## src/rtl/tile_pwr_seq_pkg.sv

```systemverilog
// Shared types for the per-tile power sequencer.
package tile_pwr_seq_pkg;

    // Sequencer state; the encoding is visible on state_o.
    typedef enum logic [2:0] {
        ST_OFF      = 3'd0,
        ST_PRE_RST  = 3'd1,
        ST_RUN      = 3'd2,
        ST_ISOLATE  = 3'd3,
        ST_POST_RST = 3'd4
    } tile_pwr_state_e;

    // Power request payload, kept as a struct so SoC control registers can mux requests later.
    typedef struct packed {
        logic on;
    } tile_pwr_req_t;

    // Largest of three cycle counts; sizes the shared down-counter.
    function automatic int max3(input int a, input int b, input int c);
        int m;
        m = a;
        if (b > m) m = b;
        if (c > m) m = c;
        return m;
    endfunction

endpackage

```

## src/rtl/tile_pwr_seq.sv

```systemverilog
// Per-tile clock/reset sequencer. Power-on: clock on, reset held, reset released.
// Power-off: isolate NoC, wait for idle (bounded), assert reset, gate clock.
// Valid/ready: a request is taken on a clk_i edge where req_valid_i && req_ready_o;
// ready is high only in OFF and RUN, and the requester holds valid and payload until taken.
module tile_pwr_seq
    import tile_pwr_seq_pkg::*;
#(
    parameter int PreRstCycles  = 4,
    parameter int PostRstCycles = 4,
    parameter int IdleTimeout   = 1024
) (
    input  logic       clk_i,
    input  logic       rst_i,
    input  logic       req_valid_i,
    input  logic       req_on_i,
    output logic       req_ready_o,
    input  logic       tile_idle_i,
    output logic       tile_isolate_o,
    output logic       tile_clk_en_o,
    output logic       tile_rst_no,
    output logic [2:0] state_o,
    output logic       timeout_o,
    output logic       done_o
);

    localparam int CntWidth = $clog2(max3(PreRstCycles, PostRstCycles, IdleTimeout) + 1);

    localparam logic [CntWidth-1:0] PreLoad  = CntWidth'(PreRstCycles - 1);
    localparam logic [CntWidth-1:0] PostLoad = CntWidth'(PostRstCycles - 1);
    localparam logic [CntWidth-1:0] IdleLoad = CntWidth'(IdleTimeout - 1);

    tile_pwr_state_e     state_q, state_d;
    logic [CntWidth-1:0] cnt_q, cnt_d;
    logic                timeout_q, timeout_d;
    logic                done_q, done_d;
    logic                clk_en_q, clk_en_d;
    logic                rst_n_q, rst_n_d;
    logic                isolate_q, isolate_d;
    logic                req_fire;
    logic                cnt_zero;
    logic [CntWidth-1:0] cnt_dec;

    assign req_ready_o = (state_q == ST_OFF) || (state_q == ST_RUN);
    assign req_fire    = req_valid_i && req_ready_o;
    assign cnt_zero    = (cnt_q == '0);
    // Saturating decrement: never wraps below zero.
    assign cnt_dec     = cnt_zero ? '0 : (cnt_q - CntWidth'(1));

    // Next-state, counter, sticky timeout and done pulse.
    always_comb begin
        state_d   = state_q;
        cnt_d     = cnt_q;
        timeout_d = timeout_q;
        done_d    = 1'b0;
        case (state_q)
            ST_OFF: begin
                if (req_fire) begin
                    if (req_on_i) begin
                        state_d = ST_PRE_RST;
                        cnt_d   = PreLoad;
                    end else begin
                        done_d = 1'b1;
                    end
                end
            end
            ST_PRE_RST: begin
                if (cnt_zero) begin
                    state_d = ST_RUN;
                    done_d  = 1'b1;
                end else begin
                    cnt_d = cnt_dec;
                end
            end
            ST_RUN: begin
                if (req_fire) begin
                    if (req_on_i) begin
                        done_d = 1'b1;
                    end else begin
                        state_d   = ST_ISOLATE;
                        cnt_d     = IdleLoad;
                        timeout_d = 1'b0;
                    end
                end
            end
            ST_ISOLATE: begin
                if (tile_idle_i) begin
                    state_d = ST_POST_RST;
                    cnt_d   = PostLoad;
                end else if (cnt_zero) begin
                    state_d   = ST_POST_RST;
                    cnt_d     = PostLoad;
                    timeout_d = 1'b1;
                end else begin
                    cnt_d = cnt_dec;
                end
            end
            ST_POST_RST: begin
                if (cnt_zero) begin
                    state_d = ST_OFF;
                    done_d  = 1'b1;
                end else begin
                    cnt_d = cnt_dec;
                end
            end
            default: begin
                state_d = ST_OFF;
                cnt_d   = '0;
            end
        endcase
    end

    // Output levels decoded from the next state so they can be registered alongside it.
    always_comb begin
        clk_en_d  = 1'b0;
        rst_n_d   = 1'b0;
        isolate_d = 1'b1;
        case (state_d)
            ST_PRE_RST:  clk_en_d = 1'b1;
            ST_RUN: begin
                clk_en_d  = 1'b1;
                rst_n_d   = 1'b1;
                isolate_d = 1'b0;
            end
            ST_ISOLATE: begin
                clk_en_d = 1'b1;
                rst_n_d  = 1'b1;
            end
            ST_POST_RST: clk_en_d = 1'b1;
            default: begin
                clk_en_d  = 1'b0;
                rst_n_d   = 1'b0;
                isolate_d = 1'b1;
            end
        endcase
    end

    // State, counter and glitch-free registered outputs.
    always_ff @(posedge clk_i) begin
        if (rst_i) begin
            state_q   <= ST_OFF;
            cnt_q     <= '0;
            timeout_q <= 1'b0;
            done_q    <= 1'b0;
            clk_en_q  <= 1'b0;
            rst_n_q   <= 1'b0;
            isolate_q <= 1'b1;
        end else begin
            state_q   <= state_d;
            cnt_q     <= cnt_d;
            timeout_q <= timeout_d;
            done_q    <= done_d;
            clk_en_q  <= clk_en_d;
            rst_n_q   <= rst_n_d;
            isolate_q <= isolate_d;
        end
    end

    assign state_o        = state_q;
    assign timeout_o      = timeout_q;
    assign done_o         = done_q;
    assign tile_clk_en_o  = clk_en_q;
    assign tile_rst_no    = rst_n_q;
    assign tile_isolate_o = isolate_q;

endmodule

```

## config.mk

```make
export PLATFORM = sky130hd
export DESIGN_NAME = tile_pwr_seq
export DESIGN_NICKNAME = d
export VERILOG_FILES = /design/src/rtl/tile_pwr_seq_pkg.sv /design/src/rtl/tile_pwr_seq.sv
export SDC_FILE = /design/constraint.sdc
export NUM_CORES = 1
export LEC_CHECK = 0
export CAP_MARGIN = 0
export CELL_PAD_IN_SITES_DETAIL_PLACEMENT = 1
export CELL_PAD_IN_SITES_GLOBAL_PLACEMENT = 1
export CORE_UTILIZATION = 37
export DETAILED_ROUTE_END_ITERATION = 8
export PLACE_DENSITY = 0.86
export RECOVER_POWER = 100
export SETUP_SLACK_MARGIN = 0.15
export SLEW_MARGIN = 20
export SYNTH_ARGS = -nofsm -noshare
export SYNTH_HDL_FRONTEND = slang
export SYNTH_SLANG_ARGS = --single-unit
```

## constraint.sdc

```tcl
create_clock -name clk_i -period 1.85 [get_ports clk_i]
set_input_delay 0.37 -clock clk_i [delete_from_list [all_inputs] [get_ports clk_i]]
set_output_delay 0.37 -clock clk_i [all_outputs]
set_load 0.02 [all_outputs]
```

==> metrics, run 1 <==
Syn Nets=159; status=finished with violations; maximum VDD drop=0.001068 V; drt pass-1 iters=4; final worst setup slack=-0.05044 ns; Rel. slew slack=60.71%; initial antenna violation count=0; number of port buffers=13; Setup crit end kind=flip-flop; static leakage=0.7267 nW; syn avg cell area=8.289 sq um; CP Data Required Time=2.07 ns; CTS HTree Levels=1; IO Pins=14; Place WS=-0.1819 ns; final count of hold timing violations=0; total CTS buffers=3; RSZ-0062 raised after global routing=true; critical path launch point type=flip-flop; Max Slew Vio Count=0; Yosys reg bits=19; hold_buf cts=0; clock skew=0.001631 ns; number of max-cap violations=0; hold slack=0.5077 ns; Power Dens Cells=2006 nW/um^2; share of flip-flops with an asynchronous set or reset=0%; synth-to-layout area growth=53.62%; Final Cycle Share=102.7%; WHS Path Cells=2; Mapped Area=1260 sq um; Min-Delay Path Class=flip-flop to flip-flop; Final nets=206; GR Util All Layers=31.73%; row count=20; layout cells sized above 1=46.97%; drc violations=0; CORE AREA=3153 sq um; WS Path Type=flip-flop to flip-flop; Final Wtd Congestion=0.8726; clk_lat worst skew=0.32 ns; Vias/cell=6.616; clk buf depth=2; Max Clk Rate=526.2 MHz; worst-margin pin slew=0.5874 ns; Num Clock Sinks=19; Syn. warnings=0; Critical Path Fanout Max=5; total number of vias=1601; total gr overflow=0; Post-synth EDFFs=0; sequential-to-total area share from yosys stat=30.19%; Avg WL per Cell=25.67 um; gate count of the mapped netlist=152; min Tclk post-route=1.900 ns; Clk Tree Root Cell=clkbuf_4; Final setup viols=3; failing checks=setup timing; Antenna diodes=0; Worst-path clk slew=0.13 ns; Worst EP arrival=2.12 ns; vias in the first global route=1581; first-pass GRT wire length=8266 um; post-synthesis cell type count=54; ANT nets after route=0; Primary FF master, synth=dfxtp_1; 1st-iter DRT viols=91; Die W=60.36 um; CTS tree=done; reg2reg path depth=7; drt total wl=6211 um; dpl hpwl=3196 um; Die Ht=60.36 um; most common cell after layout, fill and taps aside=buf_4; most frequent cells in the layout=buf_4, dfxtp_1, nand2_1; die footprint=3643 sq um; Initial Utilization=39.96%; pin count of the biggest net entering global routing=14
layout make-up:
class | count | area (sq um)
Clock buffer | 4 | 26.28
Sequential cell | 19 | 394.1
Inverter | 7 | 28.78
Multi-Input combinational cell | 116 | 994.7
Tap cell | 44 | 55.05
Fill cell | 354 | 1217
Timing Repair Buffer | 52 | 436.7
sequential cells by signal (all words and copies together) (netlist names):
register and count:
timeout_o 1, tile_isolate_o 1, tile_rst_no 1, cnt_q 11, done_o 1, state_o 3
tile_clk_en_o 1
path summary, 6_finish.rpt:
check	from	endpoint	slack [ns]
worst max register to register	cnt_q[0]	cnt_q[1]	-0.05
worst min register to register	timeout_o	timeout_o	0.51
worst max-delay path	cnt_q[0]	cnt_q[1]	-0.05
worst min-delay path	timeout_o	timeout_o	0.51
cell families (layout without fill, tap and decap cells):
logic type | after synthesis | in the layout | share of synthesized area [%]
xor+xnor | 2 | 2 | 1.391
simple gates | 61 | 61 | 30.99
compound gates | 51 | 51 | 29.59
buf+inv | 17 | 63 | 5.860
flops | 19 | 19 | 30.19
fa+ha+maj | 2 | 2 | 1.986
critical path, cell delays in order (launching register included):
cell      delay [ns]
dfxtp_2         0.35
inv_2           0.08
ha_4            0.14
or4b_4          0.49
nor4_4          0.16
buf_6           0.19
nor3_4          0.06
a221oi_2        0.32
repair_timing:
action / CTS / global route
endpoints found under the setup margin: 18 / 19
pin swaps: 9 / 14
resized for setup: 27 / 29
buffers inserted: 9 / 6
stage by stage:
stage | util, % | power (mW) | instance area [sq um] | setup TNS, ns | instances
floorplan | - | 1.922 | 1290 | 0 | 152
global placement | 51.27 | 2.597 | 1617 | -0.6782 | 223
detailed placement | 51.27 | 2.713 | 1617 | -1.695 | 223
CTS | 56.87 | 3.236 | 1793 | 0 | 236
global route | 61.39 | 3.993 | 1936 | -0.1963 | 242
finish | 61.39 | 3.883 | 1936 | -0.07637 | 242
synthesized netlist by cell type (all sizes together), types with 3 or more instances:
master	instances	area (sq um)
a211oi	5	37.54
a21oi	6	30.03
a31oi	8	50.05
buf	3	21.27
clkbuf	7	26.28
dfxtp	19	380.4
inv	7	26.28
nand2	13	48.80
nand3	6	35.03
nor2	10	40.04
nor3	7	46.30
nor4	4	55.05
o211ai	3	22.52
o21ai	8	40.04
o221ai	4	35.03
power by group:
part           internal, mW  total, mW  switching [mW]  leakage, nW
sequential            0.546      0.690           0.144        0.158
clock                0.0846      0.244           0.159       0.0150
combinational          1.30       2.95            1.65        0.554
layer usage:
| metal | wire [um] | GRT usage (%) | vias to the layer above |
|---|---|---|---|
| met5 | 0 | 0 | - |
| met4 | 360 | 16.94 | 0 |
| met3 | 397 | 2.772 | 31 |
| met2 | 3100 | 54.79 | 102 |
| met1 | 2353 | 39.01 | 784 |
| li1 | - | - | 684 |
(Power assumes the default switching activity.)
==> run 2: changes to the inputs <==
--- a/config.mk
+++ b/config.mk
@@ -5,9 +5,11 @@
 export SDC_FILE = /design/constraint.sdc
 export NUM_CORES = 1
 export LEC_CHECK = 0
+export ABC_CLOCK_PERIOD_IN_PS = 1850
 export CAP_MARGIN = 0
 export CELL_PAD_IN_SITES_DETAIL_PLACEMENT = 1
 export CELL_PAD_IN_SITES_GLOBAL_PLACEMENT = 1
+export CORE_MARGIN = 2
 export CORE_UTILIZATION = 37
 export DETAILED_ROUTE_END_ITERATION = 8
 export PLACE_DENSITY = 0.86
==> metrics, run 2 (synthesis gave the netlist of run 1 again) <==
failing checks=setup timing; final count of hold timing violations=0 (unchanged); vias in the first global route=1664 (+5.2%); worst-margin pin slew=0.7740 ns (+0.1866 ns); Highest Signal Layer=met4; Critical Path Fanout Max=4 (-1); Die W=62.36 um (+3.3%); Antenna diodes=0 (unchanged); CORE AREA=3311 sq um (+5.0%); Final setup viols=1 (-2); clk_lat worst skew=0.31 ns (about the same); total number of vias=1555 (-2.9%); static leakage=0.7403 nW (+1.9%); Avg WL per Cell=22.40 um (-13%); Min-Delay Path Class=flip-flop to flip-flop; Final Cycle Share=101.8% (-0.90 points); Detail Route met3 WL=305 um (-23%); 1st-iter DRT viols=114 (+25%); Worst-path clk slew=0.13 ns (about the same); clock skew=0.008934 ns (+0.007303 ns); WS Path Type=flip-flop to flip-flop; Initial Utilization=38.06% (-1.9 points); initial antenna violation count=0 (unchanged); min Tclk post-route=1.884 ns (-0.01665 ns); maximum VDD drop=0.0007401 V (-31%); critical path launch point type=flip-flop; die footprint=3888 sq um (+6.7%); Die Ht=62.36 um (+3.3%); placed cell areas=1644 sq um (+1.7%); Max Slew Vio Count=0 (unchanged); Final Wtd Congestion=0.9348 (+7.1%); synth-to-layout area growth=54.82%; RSZ-0062 raised after global routing=true; pin count of the biggest net entering global routing=14 (unchanged); Max Clk Rate=530.8 MHz (+0.88%); Met2 Wirelength=2787 um (-10%); Crit path top cell by count=buf_4; wl on met1=2099 um (-11%); Vias/cell=6.347 (-4.1%); Num Clock Sinks=19 (unchanged); critical path's largest stage delay=0.69 ns (+0.20 ns); total CTS buffers=3 (unchanged); drt pass-1 iters=4 (unchanged); Setup crit end kind=flip-flop; critical-path cell list=buf_4, buf_4, nor4_1, a31oi_1, o21ai_1, o221ai_1; CTS HTree Levels=1 (unchanged); Largest Register=cnt_q; first-pass GRT wire length=8528 um (+3.2%); row count=21 (+5.0%); number of port buffers=13 (unchanged); drt total wl=5489 um (-12%); number of max-cap violations=0 (unchanged); Final nets=207 (+0.49%); drc violations=0 (unchanged); GR Util All Layers=27.67% (-4.1 points); status=finished with violations; most common cell after layout, fill and taps aside=buf_4; Worst EP arrival=2.06 ns (-0.06 ns); layout cells sized above 1=48.74% (+1.8 points); CTS tree=done; ANT nets after route=0 (unchanged); Clk Tree Root Cell=clkbuf_4; max reg flops=11 (unchanged); clk buf depth=2 (unchanged); Power Dens Cells=1916 nW/um^2 (-4.5%); CP Data Required Time=2.03 ns (-0.04 ns); total gr overflow=0 (unchanged); slowest CP cell=nor4_1; # fillers=392 (+11%); hold slack=0.4982 ns (-0.009518 ns); final worst setup slack=-0.03379 ns (+0.01665 ns); IO Pins=14 (unchanged); Rel. slew slack=47.92% (-13 points); Final Cell Area=1951 sq um (+0.78%); most frequent cells in the layout=buf_4, dfxtp_1, nand2_1; dpl hpwl=3463 um (+8.3%)
-- run 2: power breakdown --
part / leakage, nW / internal, mW / switching (mW)
Clock: 0.0177 / 0.0805 / 0.148
Sequential: 0.158 / 0.544 / 0.127
Combinational: 0.564 / 1.27 / 1.57
-- run 2: cell type report --
class                           count  area (sq um)  share of cell area (%)
Clock buffer                        3         22.52                   1.155
Clock inverter                      1         5.005                  0.2566
Inverter                            7         26.28                   1.347
Multi-Input combinational cell    116         997.2                   51.12
Sequential cell                    19         396.6                   20.33
Tap cell                           46         57.56                   2.951
Timing Repair Buffer               53         445.4                   22.84
-- run 2: repair_timing --
item                       4_1_cts  5_1_grt
setup endpoints to repair       17       17
gates resized for setup         34       23
setup buffers                    9        2
hold buffers                     0        0
pin swaps                       14        8
hold endpoints to repair         0        0
gates cloned                     0        0
-- run 2: path summary, 6_finish.rpt --
kind | endpoint | slack (ns) | cells past startpoint | startpoint
hold / removal | timeout_o | 0.50 | 2 | timeout_o
setup reg to reg | cnt_q[9] | -0.03 | 6 | cnt_q[0]
hold reg to reg | timeout_o | 0.50 | 2 | timeout_o
setup / recovery | cnt_q[9] | -0.03 | 6 | cnt_q[0]
-- run 2: metal layers --
layer / GRT usage, % / vias up
met1: 32.17 / 755
met3: 3.986 / 30
met4: 10.00 / 0
met2: 51.36 / 82
li1: - / 688
met5: 0 / -
-- run 2: critical path: cells and delay by family, from the launching register on --
family	cells	cell delay (ns)
and+or+nand+nor	1	0.69
buffers and inverters	2	0.26
AOI/OAI and AO/OA	3	0.46
DFF	1	0.35
-- run 2: metrics by stage --
step / utilization (%) / TNS, ns / cells / setup slack [ns] / power (mW)
floorplan: - / 0 / 152 / 0.03394 / 1.922
global placement: 49.66 / -0.5929 / 230 / -0.09422 / 2.622
detailed placement: 49.66 / -1.504 / 230 / -0.1941 / 2.737
CTS: 55.82 / 0 / 243 / 0.06324 / 3.302
global route: 58.92 / -0.1254 / 245 / -0.04382 / 3.921
finish: 58.92 / -0.03379 / 245 / -0.03379 / 3.738
==> run 3: changes to the inputs <==
--- a/config.mk
+++ b/config.mk
@@ -5,6 +5,7 @@
 export SDC_FILE = /design/constraint.sdc
 export NUM_CORES = 1
 export LEC_CHECK = 0
+export ABC_AREA = 0
 export ABC_CLOCK_PERIOD_IN_PS = 1850
 export CAP_MARGIN = 0
 export CELL_PAD_IN_SITES_DETAIL_PLACEMENT = 1
==> results of run 3 <==
Same layout as run 2: the final DEF is identical, and so are final timing and power.
